File: config.mk
export PLATFORM = sky130hd
export DESIGN_NAME = systolic_seq_flat
export DESIGN_NICKNAME = d
export VERILOG_FILES = /design/src/rtl/systolic_seq_pkg.sv /design/src/rtl/systolic_seq_if.sv /design/src/rtl/systolic_seq_skew_line.sv /design/src/rtl/systolic_seq.sv /design/src/flat_wrapper.sv
export SDC_FILE = /design/constraint.sdc
export NUM_CORES = 1
export LEC_CHECK = 0
export ABC_CLOCK_PERIOD_IN_PS = 3300
export CAP_MARGIN = 20
export CELL_PAD_IN_SITES_DETAIL_PLACEMENT = 1
export CELL_PAD_IN_SITES_GLOBAL_PLACEMENT = 2
export CORE_AREA = 8 8 280 282
export CTS_CLUSTER_SIZE = 20
export DETAILED_ROUTE_END_ITERATION = 16
export DIE_AREA = 0 0 288 290
export HOLD_SLACK_MARGIN = 0.15
export PLACE_DENSITY = 0.61
export SLEW_MARGIN = 20
export SYNTH_ARGS = -nofsm -noshare
export SYNTH_HDL_FRONTEND = slang
export SYNTH_SLANG_ARGS = --single-unit
File: constraint.sdc
create_clock -name clk -period 3.3 [get_ports clk]
set_input_delay 0.66 -clock clk [delete_from_list [all_inputs] [get_ports clk]]
set_output_delay 0.66 -clock clk [all_outputs]
set_load 0.05 [all_outputs]
File: src/rtl/systolic_seq_pkg.sv
// Shared types and helpers for the systolic array sequencer.
package systolic_seq_pkg;

    typedef enum logic [2:0] {
        StIdle,
        StClear,
        StFeed,
        StFlush,
        StDrain,
        StDone
    } state_e;

    // Cycles needed for the last operand pair to reach PE(N-1,N-1) and land.
    function automatic int unsigned flush_cyc(input int unsigned n);
        return 2 * n;
    endfunction

    // Lane i of a packed byte-lane vector occupies bits [8i+7:8i].
    function automatic int unsigned lane_lsb(input int unsigned i);
        return 8 * i;
    endfunction

endpackage

File: src/rtl/systolic_seq_if.sv
// Job control, operand buffer, array edge and result drain signals of the sequencer.
interface systolic_seq_if #(
    parameter int unsigned N      = 4,
    parameter int unsigned ADDR_W = 10,
    parameter int unsigned K_W    = 8
);
    localparam int unsigned IDX_W = $clog2(N * N);

    logic                start;
    logic [K_W-1:0]      k_len;
    logic [ADDR_W-1:0]   a_base;
    logic [ADDR_W-1:0]   w_base;
    logic                busy;
    logic                done;
    logic                a_rd_en;
    logic [ADDR_W-1:0]   a_rd_addr;
    logic [N*8-1:0]      a_rd_data;
    logic                w_rd_en;
    logic [ADDR_W-1:0]   w_rd_addr;
    logic [N*8-1:0]      w_rd_data;
    logic                arr_clr_n;
    logic [N*8-1:0]      a_feed;
    logic [N*8-1:0]      w_feed;
    logic [N-1:0]        fire_edge;
    logic [N*N*32-1:0]   acc_in;
    logic                res_valid;
    logic                res_ready;
    logic [31:0]         res_data;
    logic [IDX_W-1:0]    res_idx;

    modport slave (
        input  start, k_len, a_base, w_base, a_rd_data, w_rd_data, acc_in, res_ready,
        output busy, done, a_rd_en, a_rd_addr, w_rd_en, w_rd_addr, arr_clr_n,
               a_feed, w_feed, fire_edge, res_valid, res_data, res_idx
    );

    modport master (
        output start, k_len, a_base, w_base, a_rd_data, w_rd_data, acc_in, res_ready,
        input  busy, done, a_rd_en, a_rd_addr, w_rd_en, w_rd_addr, arr_clr_n,
               a_feed, w_feed, fire_edge, res_valid, res_data, res_idx
    );

endinterface

File: src/rtl/systolic_seq_skew_line.sv
// Triangular delay line: lane i is delayed by i register stages, lane 0 passes through.
module skew_line #(
    parameter int unsigned LANES = 4,
    parameter int unsigned W     = 8
) (
    input  logic               clk,
    input  logic               rstn,
    input  logic [LANES*W-1:0] din,
    output logic [LANES*W-1:0] dout
);

    for (genvar i = 0; i < LANES; i++) begin : g_lane
        if (i == 0) begin : g_pass
            assign dout[W-1:0] = din[W-1:0];
        end else begin : g_dly
            logic [W-1:0] sr_q [i];

            always_ff @(posedge clk or negedge rstn) begin
                if (!rstn) begin
                    for (int s = 0; s < i; s++) sr_q[s] <= '0;
                end else begin
                    sr_q[0] <= din[i*W +: W];
                    for (int s = 1; s < i; s++) sr_q[s] <= sr_q[s-1];
                end
            end

            assign dout[i*W +: W] = sr_q[i-1];
        end
    end

endmodule

File: src/rtl/systolic_seq.sv
// Job sequencer for an N x N output-stationary systolic array: clear, feed, flush, drain.
module systolic_seq #(
    parameter int unsigned N      = 4,
    parameter int unsigned ADDR_W = 10,
    parameter int unsigned K_W    = 8
) (
    input  logic           clk,
    input  logic           rstn,
    systolic_seq_if.slave  bus
);
    import systolic_seq_pkg::*;

    localparam int unsigned FLUSH_CYC = flush_cyc(N);
    localparam int unsigned FLUSH_W   = $clog2(FLUSH_CYC);
    localparam int unsigned IDX_W     = $clog2(N * N);
    localparam logic [IDX_W-1:0]   LAST_IDX  = IDX_W'(N * N - 1);
    localparam logic [FLUSH_W-1:0] LAST_FLSH = FLUSH_W'(FLUSH_CYC - 1);

    state_e             state_q;
    logic [K_W-1:0]     k_q;
    logic [K_W-1:0]     k_len_q;
    logic [ADDR_W-1:0]  a_base_q;
    logic [ADDR_W-1:0]  w_base_q;
    logic [FLUSH_W-1:0] flush_q;
    logic [IDX_W-1:0]   idx_q;
    logic               rd_en_q;

    always_ff @(posedge clk or negedge rstn) begin
        if (!rstn) begin
            state_q  <= StIdle;
            k_q      <= '0;
            k_len_q  <= '0;
            a_base_q <= '0;
            w_base_q <= '0;
            flush_q  <= '0;
            idx_q    <= '0;
        end else begin
            unique case (state_q)
                StIdle: begin
                    if (bus.start && (bus.k_len != '0)) begin
                        k_len_q  <= bus.k_len;
                        a_base_q <= bus.a_base;
                        w_base_q <= bus.w_base;
                        k_q      <= '0;
                        state_q  <= StClear;
                    end
                end
                StClear: state_q <= StFeed;
                StFeed: begin
                    if (k_q == k_len_q - K_W'(1)) begin
                        k_q     <= '0;
                        flush_q <= '0;
                        state_q <= StFlush;
                    end else begin
                        k_q <= k_q + K_W'(1);
                    end
                end
                StFlush: begin
                    if (flush_q == LAST_FLSH) begin
                        flush_q <= '0;
                        idx_q   <= '0;
                        state_q <= StDrain;
                    end else begin
                        flush_q <= flush_q + FLUSH_W'(1);
                    end
                end
                StDrain: begin
                    if (bus.res_ready) begin
                        if (idx_q == LAST_IDX) begin
                            idx_q   <= '0;
                            state_q <= StDone;
                        end else begin
                            idx_q <= idx_q + IDX_W'(1);
                        end
                    end
                end
                StDone:  state_q <= StIdle;
                default: state_q <= StIdle;
            endcase
        end
    end

    // Buffer data is valid the cycle after a read; outside that window lanes carry zero.
    always_ff @(posedge clk or negedge rstn) begin
        if (!rstn) rd_en_q <= 1'b0;
        else       rd_en_q <= (state_q == StFeed);
    end

    logic [N*8-1:0] a_src, w_src, a_skew, w_skew;
    logic [N-1:0]   fire_src, fire_skew;

    assign a_src    = rd_en_q ? bus.a_rd_data : '0;
    assign w_src    = rd_en_q ? bus.w_rd_data : '0;
    assign fire_src = {N{rd_en_q}};

    skew_line #(.LANES(N), .W(8)) u_a_skew (
        .clk  (clk),
        .rstn (rstn),
        .din  (a_src),
        .dout (a_skew)
    );

    skew_line #(.LANES(N), .W(8)) u_w_skew (
        .clk  (clk),
        .rstn (rstn),
        .din  (w_src),
        .dout (w_skew)
    );

    skew_line #(.LANES(N), .W(1)) u_fire_skew (
        .clk  (clk),
        .rstn (rstn),
        .din  (fire_src),
        .dout (fire_skew)
    );

    assign bus.a_feed    = a_skew;
    assign bus.w_feed    = w_skew;
    assign bus.fire_edge = fire_skew;

    assign bus.busy      = (state_q != StIdle);
    assign bus.done      = (state_q == StDone);
    assign bus.arr_clr_n = (state_q != StClear);
    assign bus.a_rd_en   = (state_q == StFeed);
    assign bus.w_rd_en   = (state_q == StFeed);
    assign bus.a_rd_addr = (state_q == StFeed) ? a_base_q + ADDR_W'(k_q) : '0;
    assign bus.w_rd_addr = (state_q == StFeed) ? w_base_q + ADDR_W'(k_q) : '0;
    assign bus.res_valid = (state_q == StDrain);
    assign bus.res_idx   = idx_q;
    assign bus.res_data  = bus.acc_in[{idx_q, 5'd0} +: 32];

endmodule

File: src/flat_wrapper.sv
// flat-port wrapper written by rule: the top's interface ports become plain ports
module systolic_seq_flat import systolic_seq_pkg::*;
#(
    parameter int unsigned N      = 4,
    parameter int unsigned ADDR_W = 10,
    parameter int unsigned K_W    = 8
)
  (clk, rstn, bus_start, bus_k_len, bus_a_base, bus_w_base, bus_a_rd_data, bus_w_rd_data, bus_acc_in, bus_res_ready, bus_busy, bus_done, bus_a_rd_en, bus_a_rd_addr, bus_w_rd_en, bus_w_rd_addr, bus_arr_clr_n, bus_a_feed, bus_w_feed, bus_fire_edge, bus_res_valid, bus_res_data, bus_res_idx);
  systolic_seq_if #(.N(N), .ADDR_W(ADDR_W), .K_W(K_W)) bus_i ();
  input  logic clk;
  input  logic rstn;
  input wire logic [$bits(bus_i.start)-1:0] bus_start;
  input wire logic [$bits(bus_i.k_len)-1:0] bus_k_len;
  input wire logic [$bits(bus_i.a_base)-1:0] bus_a_base;
  input wire logic [$bits(bus_i.w_base)-1:0] bus_w_base;
  input wire logic [$bits(bus_i.a_rd_data)-1:0] bus_a_rd_data;
  input wire logic [$bits(bus_i.w_rd_data)-1:0] bus_w_rd_data;
  input wire logic [$bits(bus_i.acc_in)-1:0] bus_acc_in;
  input wire logic [$bits(bus_i.res_ready)-1:0] bus_res_ready;
  output wire logic [$bits(bus_i.busy)-1:0] bus_busy;
  output wire logic [$bits(bus_i.done)-1:0] bus_done;
  output wire logic [$bits(bus_i.a_rd_en)-1:0] bus_a_rd_en;
  output wire logic [$bits(bus_i.a_rd_addr)-1:0] bus_a_rd_addr;
  output wire logic [$bits(bus_i.w_rd_en)-1:0] bus_w_rd_en;
  output wire logic [$bits(bus_i.w_rd_addr)-1:0] bus_w_rd_addr;
  output wire logic [$bits(bus_i.arr_clr_n)-1:0] bus_arr_clr_n;
  output wire logic [$bits(bus_i.a_feed)-1:0] bus_a_feed;
  output wire logic [$bits(bus_i.w_feed)-1:0] bus_w_feed;
  output wire logic [$bits(bus_i.fire_edge)-1:0] bus_fire_edge;
  output wire logic [$bits(bus_i.res_valid)-1:0] bus_res_valid;
  output wire logic [$bits(bus_i.res_data)-1:0] bus_res_data;
  output wire logic [$bits(bus_i.res_idx)-1:0] bus_res_idx;
  assign bus_i.start = bus_start;
  assign bus_i.k_len = bus_k_len;
  assign bus_i.a_base = bus_a_base;
  assign bus_i.w_base = bus_w_base;
  assign bus_i.a_rd_data = bus_a_rd_data;
  assign bus_i.w_rd_data = bus_w_rd_data;
  assign bus_i.acc_in = bus_acc_in;
  assign bus_i.res_ready = bus_res_ready;
  assign bus_busy = bus_i.busy;
  assign bus_done = bus_i.done;
  assign bus_a_rd_en = bus_i.a_rd_en;
  assign bus_a_rd_addr = bus_i.a_rd_addr;
  assign bus_w_rd_en = bus_i.w_rd_en;
  assign bus_w_rd_addr = bus_i.w_rd_addr;
  assign bus_arr_clr_n = bus_i.arr_clr_n;
  assign bus_a_feed = bus_i.a_feed;
  assign bus_w_feed = bus_i.w_feed;
  assign bus_fire_edge = bus_i.fire_edge;
  assign bus_res_valid = bus_i.res_valid;
  assign bus_res_data = bus_i.res_data;
  assign bus_res_idx = bus_i.res_idx;
  systolic_seq #(.N(N), .ADDR_W(ADDR_W), .K_W(K_W)) u_core (.clk(clk), .rstn(rstn), .bus(bus_i));
endmodule
==> metrics.md <==
| Metric | Value |
|---|---|
| Hold WC Path Type | `input port to async pin` |
| Final WL | `72,790 microns` |
| Yosys Warn Count | `0` |
| Critical path class | `flip-flop to output pin` |
| Startpoint types | `flip-flop` |
| Chip Width | `288 microns` |
| Layout cells sized above 1 | `0.2600` |
| Post-route setup slack | `-0.1459 ns` |
| Post-synth top flop | `dfrtp_1` |
| Core area | `73,820 sq um` |
| RSZ-0062 raised after global routing | `true` |
| Total CTS buffers | `17` |
| DRC violations left | `0` |
| Max Cap Viol | `0` |
| Seq/Total Area, Yosys | `0.3571` |
| Final Non-Filler Cells | `2,464` |
| VDD IR max | `1.145 mV` |
| Worst path arrival time | `2.79 ns` |
| NumNets Final | `2,095` |
| Vias in the first global route | `11,290` |
| Commonest non-fill, non-tap cell in the layout | `clkdlybuf4s50_1` |
| CTS clock-pin slew for the worst setup and hold paths | `0.07 ns` |
| Tmin final | `3.446 ns` |
| Origin of the critical flop-to-flop path | `u_core.k_len_q[0]` |
| Setup violators final | `14` |
| Cells after Synth | `746` |
| Worst endpoint required time | `2.64 ns` |
| Area of the multi-input gates | `5974 sq um` |
| Starting DRT DRC Count | `377` |
| Vias per cell | `4.063` |
| Vias | `10,010` |
| Static Leak | `0.007571 uW` |
| Clock Tree Buf Depth | `2` |
| Fraction of registers with async set/reset | `1.000` |
| Placed Instances | `2,385` |
| Antenna violations before repair | `40` |
| Reg2Reg Depth | `8` |
| Total nets after synthesis | `1,377` |
| Die span in y | `290 microns` |
| Slew headroom | `0.4643` |
| Failing checks | `setup timing` |
| Starting Density | `0.1386` |
| GRT Overall Usage | `0.1674` |
| Post-Syn Area | `10,230 sq um` |
| ANT nets after route | `0` |
| RR Endpoint | `u_core.k_q[6]` |
| Most frequent cells in the layout | `665 x clkdlybuf4s50_1, 160 x mux4_2, 140 x dfrtp_1, 70 x and2_1, 55 x buf_4` |
| Syn_area_per_cell | `13.71 sq um` |
| Die ar. | `83,520 sq um` |
| Layout area overhead | `98.52%` |
| CTS root buffer | `clkbuf_16` |
| Crit path to | `bus_w_rd_addr[8]` |
| Crit-path max FO | `4` |
| Worst Clk Skew | `0.01211 ns` |
| Dpl ws | `0.04671 ns` |
| Final Hold Fails | `0` |
| Clock Sinks | `146` |
| Power per cell area | `579.9 nW/um^2` |
| H-Tree Depth | `4` |
| Fillers | `8,118` |
| Clock latency on the worst-skew pair | `0.44 ns` |
| TritonCTS clock tree | `done` |
| Status | `finished with violations` |
| Number of synthesized flops with an enable pin | `0` |
| Worst hold slack | `0.2647 ns` |
| Number of max-slew violations in the final report | `0` |
| Setup TNS | `-0.6481 ns` |
| Final GP Congestion | `0.8749` |
| Post-synthesis cell type count | `53` |
| Final cycle utilization of the critical path | `1.044` |
| Post-CTS Hold Buffers | `0` |
| Rows | `100` |
| Worst setup path start | `u_core.k_q[0]` |
| Register-to-register setup slack | `0.91 ns` |
| First-pass GRT wire length | `97,650 microns` |
| Post-DP HPWL | `61,870 microns` |
| Wire length per cell | `29.54 microns` |
| FMAX | `290.2 MHz` |
| Largest net degree at the start of global routing | `79` |
| DRT Pass-1 Iters | `4` |
| CP Capture Type | `output pin` |
| I/O Buffers | `737` |
| Register area | `3669 sq um` |
| I/O Pins | `738` |
| Slew @ Worst Pin | `0.8035 ns` |
| Gr ovfl total | `0` |
| Yosys reg bits | `146` |
-- timing repair --
action | in CTS | in global routing
setup endpoints to repair | 39 | 41
buffers inserted | 17 | 6
resized for setup | 56 | 25
gates cloned | 8 | 3
pin swaps | 10 | 3
-- synthesized netlist by cell type, types with 12 or more instances --
cell type	count	area [sq um]
buf_2	12	60.06
dfrtp_1	146	3654
o21ai_0	12	60.06
a21oi_1	17	85.08
nor2_1	22	82.58
and2_1	70	437.9
nand2_1	13	48.80
nand3_1	19	95.09
ha_1	21	262.8
inv_1	13	48.80
clkbuf_1	28	105.1
mux2_2	17	191.4
buf_4	58	435.4
mux4_2	160	3603
-- registers in the layout (all words and copies together) (netlist names) --
| name | count |
|---|---|
| u_core.k_len_q | 8 |
| u_core.w_base_q | 10 |
| u_core.u_w_skew.dout | 16 |
| u_core.a_base_q | 10 |
| u_core.u_fire_skew.g_lane.g_dly.sr_q | 2 |
| u_core.u_a_skew.dout | 16 |
| u_core.u_w_skew.g_lane.g_dly.sr_q | 32 |
| u_core.u_fire_skew.dout | 1 |
| u_core.u_a_skew.g_lane.g_dly.sr_q | 32 |
| u_core.bus.res_idx | 4 |
| u_core.flush_q | 3 |
| u_core.k_q | 8 |
| u_core.rd_en_q | 1 |
| u_core.state_q | 3 |
-- worst max-delay path, stage by stage, from the launching register on --
cell       delay [ns]
dfrtp_2          0.44
ha_4             0.17
fa_2             0.35
a21o_1           0.18
a21oi_2          0.16
o21bai_2         0.09
a2111oi_2        0.39
buf_4            0.18
nor3_2           0.05
nor3_4           0.16
buf_12           0.16
-- report_power, final --
group          switching, uW  internal [uW]  total (uW)  leakage [uW]
Sequential               381           2310        2690       0.00180
Combinational           3860           3190        7050       0.00547
Clock                    937           1090        2030      0.000298
Total                   5180           6600       11800       0.00757
-- through the flow --
| step | area [sq um] | util | power, uW |
|---|---|---|---|
| 5_1_grt | 20290 | 0.2748 | 12470 |
| 6_report | 20310 | 0.2751 | 11780 |
| 2_1_floorplan | 10250 | - | 6555 |
| 4_1_cts | 20170 | 0.2732 | 11930 |
| 3_5_place_dp | 18950 | 0.2567 | 9641 |
| 3_3_place_gp | 18950 | 0.2567 | 9578 |
-- layer usage --
metal  global-route usage  part of all wire
met1               0.1740              0.35
met2               0.2942              0.50
met3              0.08746              0.12
met4              0.04254             0.018
met5                    0            0.0025
-- worst min-delay path by stage --
stage | start | endpoint | slack (ns)
finish | rstn | u_core.w_base_q[3] | 0.26
global route | rstn | u_core.w_base_q[3] | 0.31
CTS | rstn | u_core.w_base_q[3] | 0.29
detailed placement | u_core.u_a_skew.g_lane[2].g_dly.sr_q[13] | u_core.u_a_skew.dout[21] | 0.34
global placement | u_core.u_w_skew.g_lane[2].g_dly.sr_q[13] | u_core.u_w_skew.dout[21] | 0.33
floorplan | u_core.u_a_skew.g_lane[2].g_dly.sr_q[8] | u_core.u_a_skew.dout[16] | 0.33
-- area by class of cell --
type,count,share of cell area
clock inverters,15,0.009056
multi-input cells,478,0.2942
clock buffers,17,0.02095
well taps,969,0.05969
repair buffers,808,0.4309
diodes,18,0.002218
inverters,13,0.002403
flip-flops and latches,146,0.1806
-- kinds of logic after synthesis --
| kind of cell | count (synthesis) | synth area share |
|---|---|---|
| AO/OA/AOI/OAI | 67 | 0.04329 |
| XOR/XNOR | 16 | 0.01370 |
| adder cells (fa/ha/maj) | 23 | 0.02960 |
| buffers and inverters | 122 | 0.06897 |
| flip-flops | 146 | 0.3571 |
| multiplexers | 191 | 0.3860 |
| AND/OR/NAND/NOR | 181 | 0.1014 |
(Power assumes the default switching activity.)
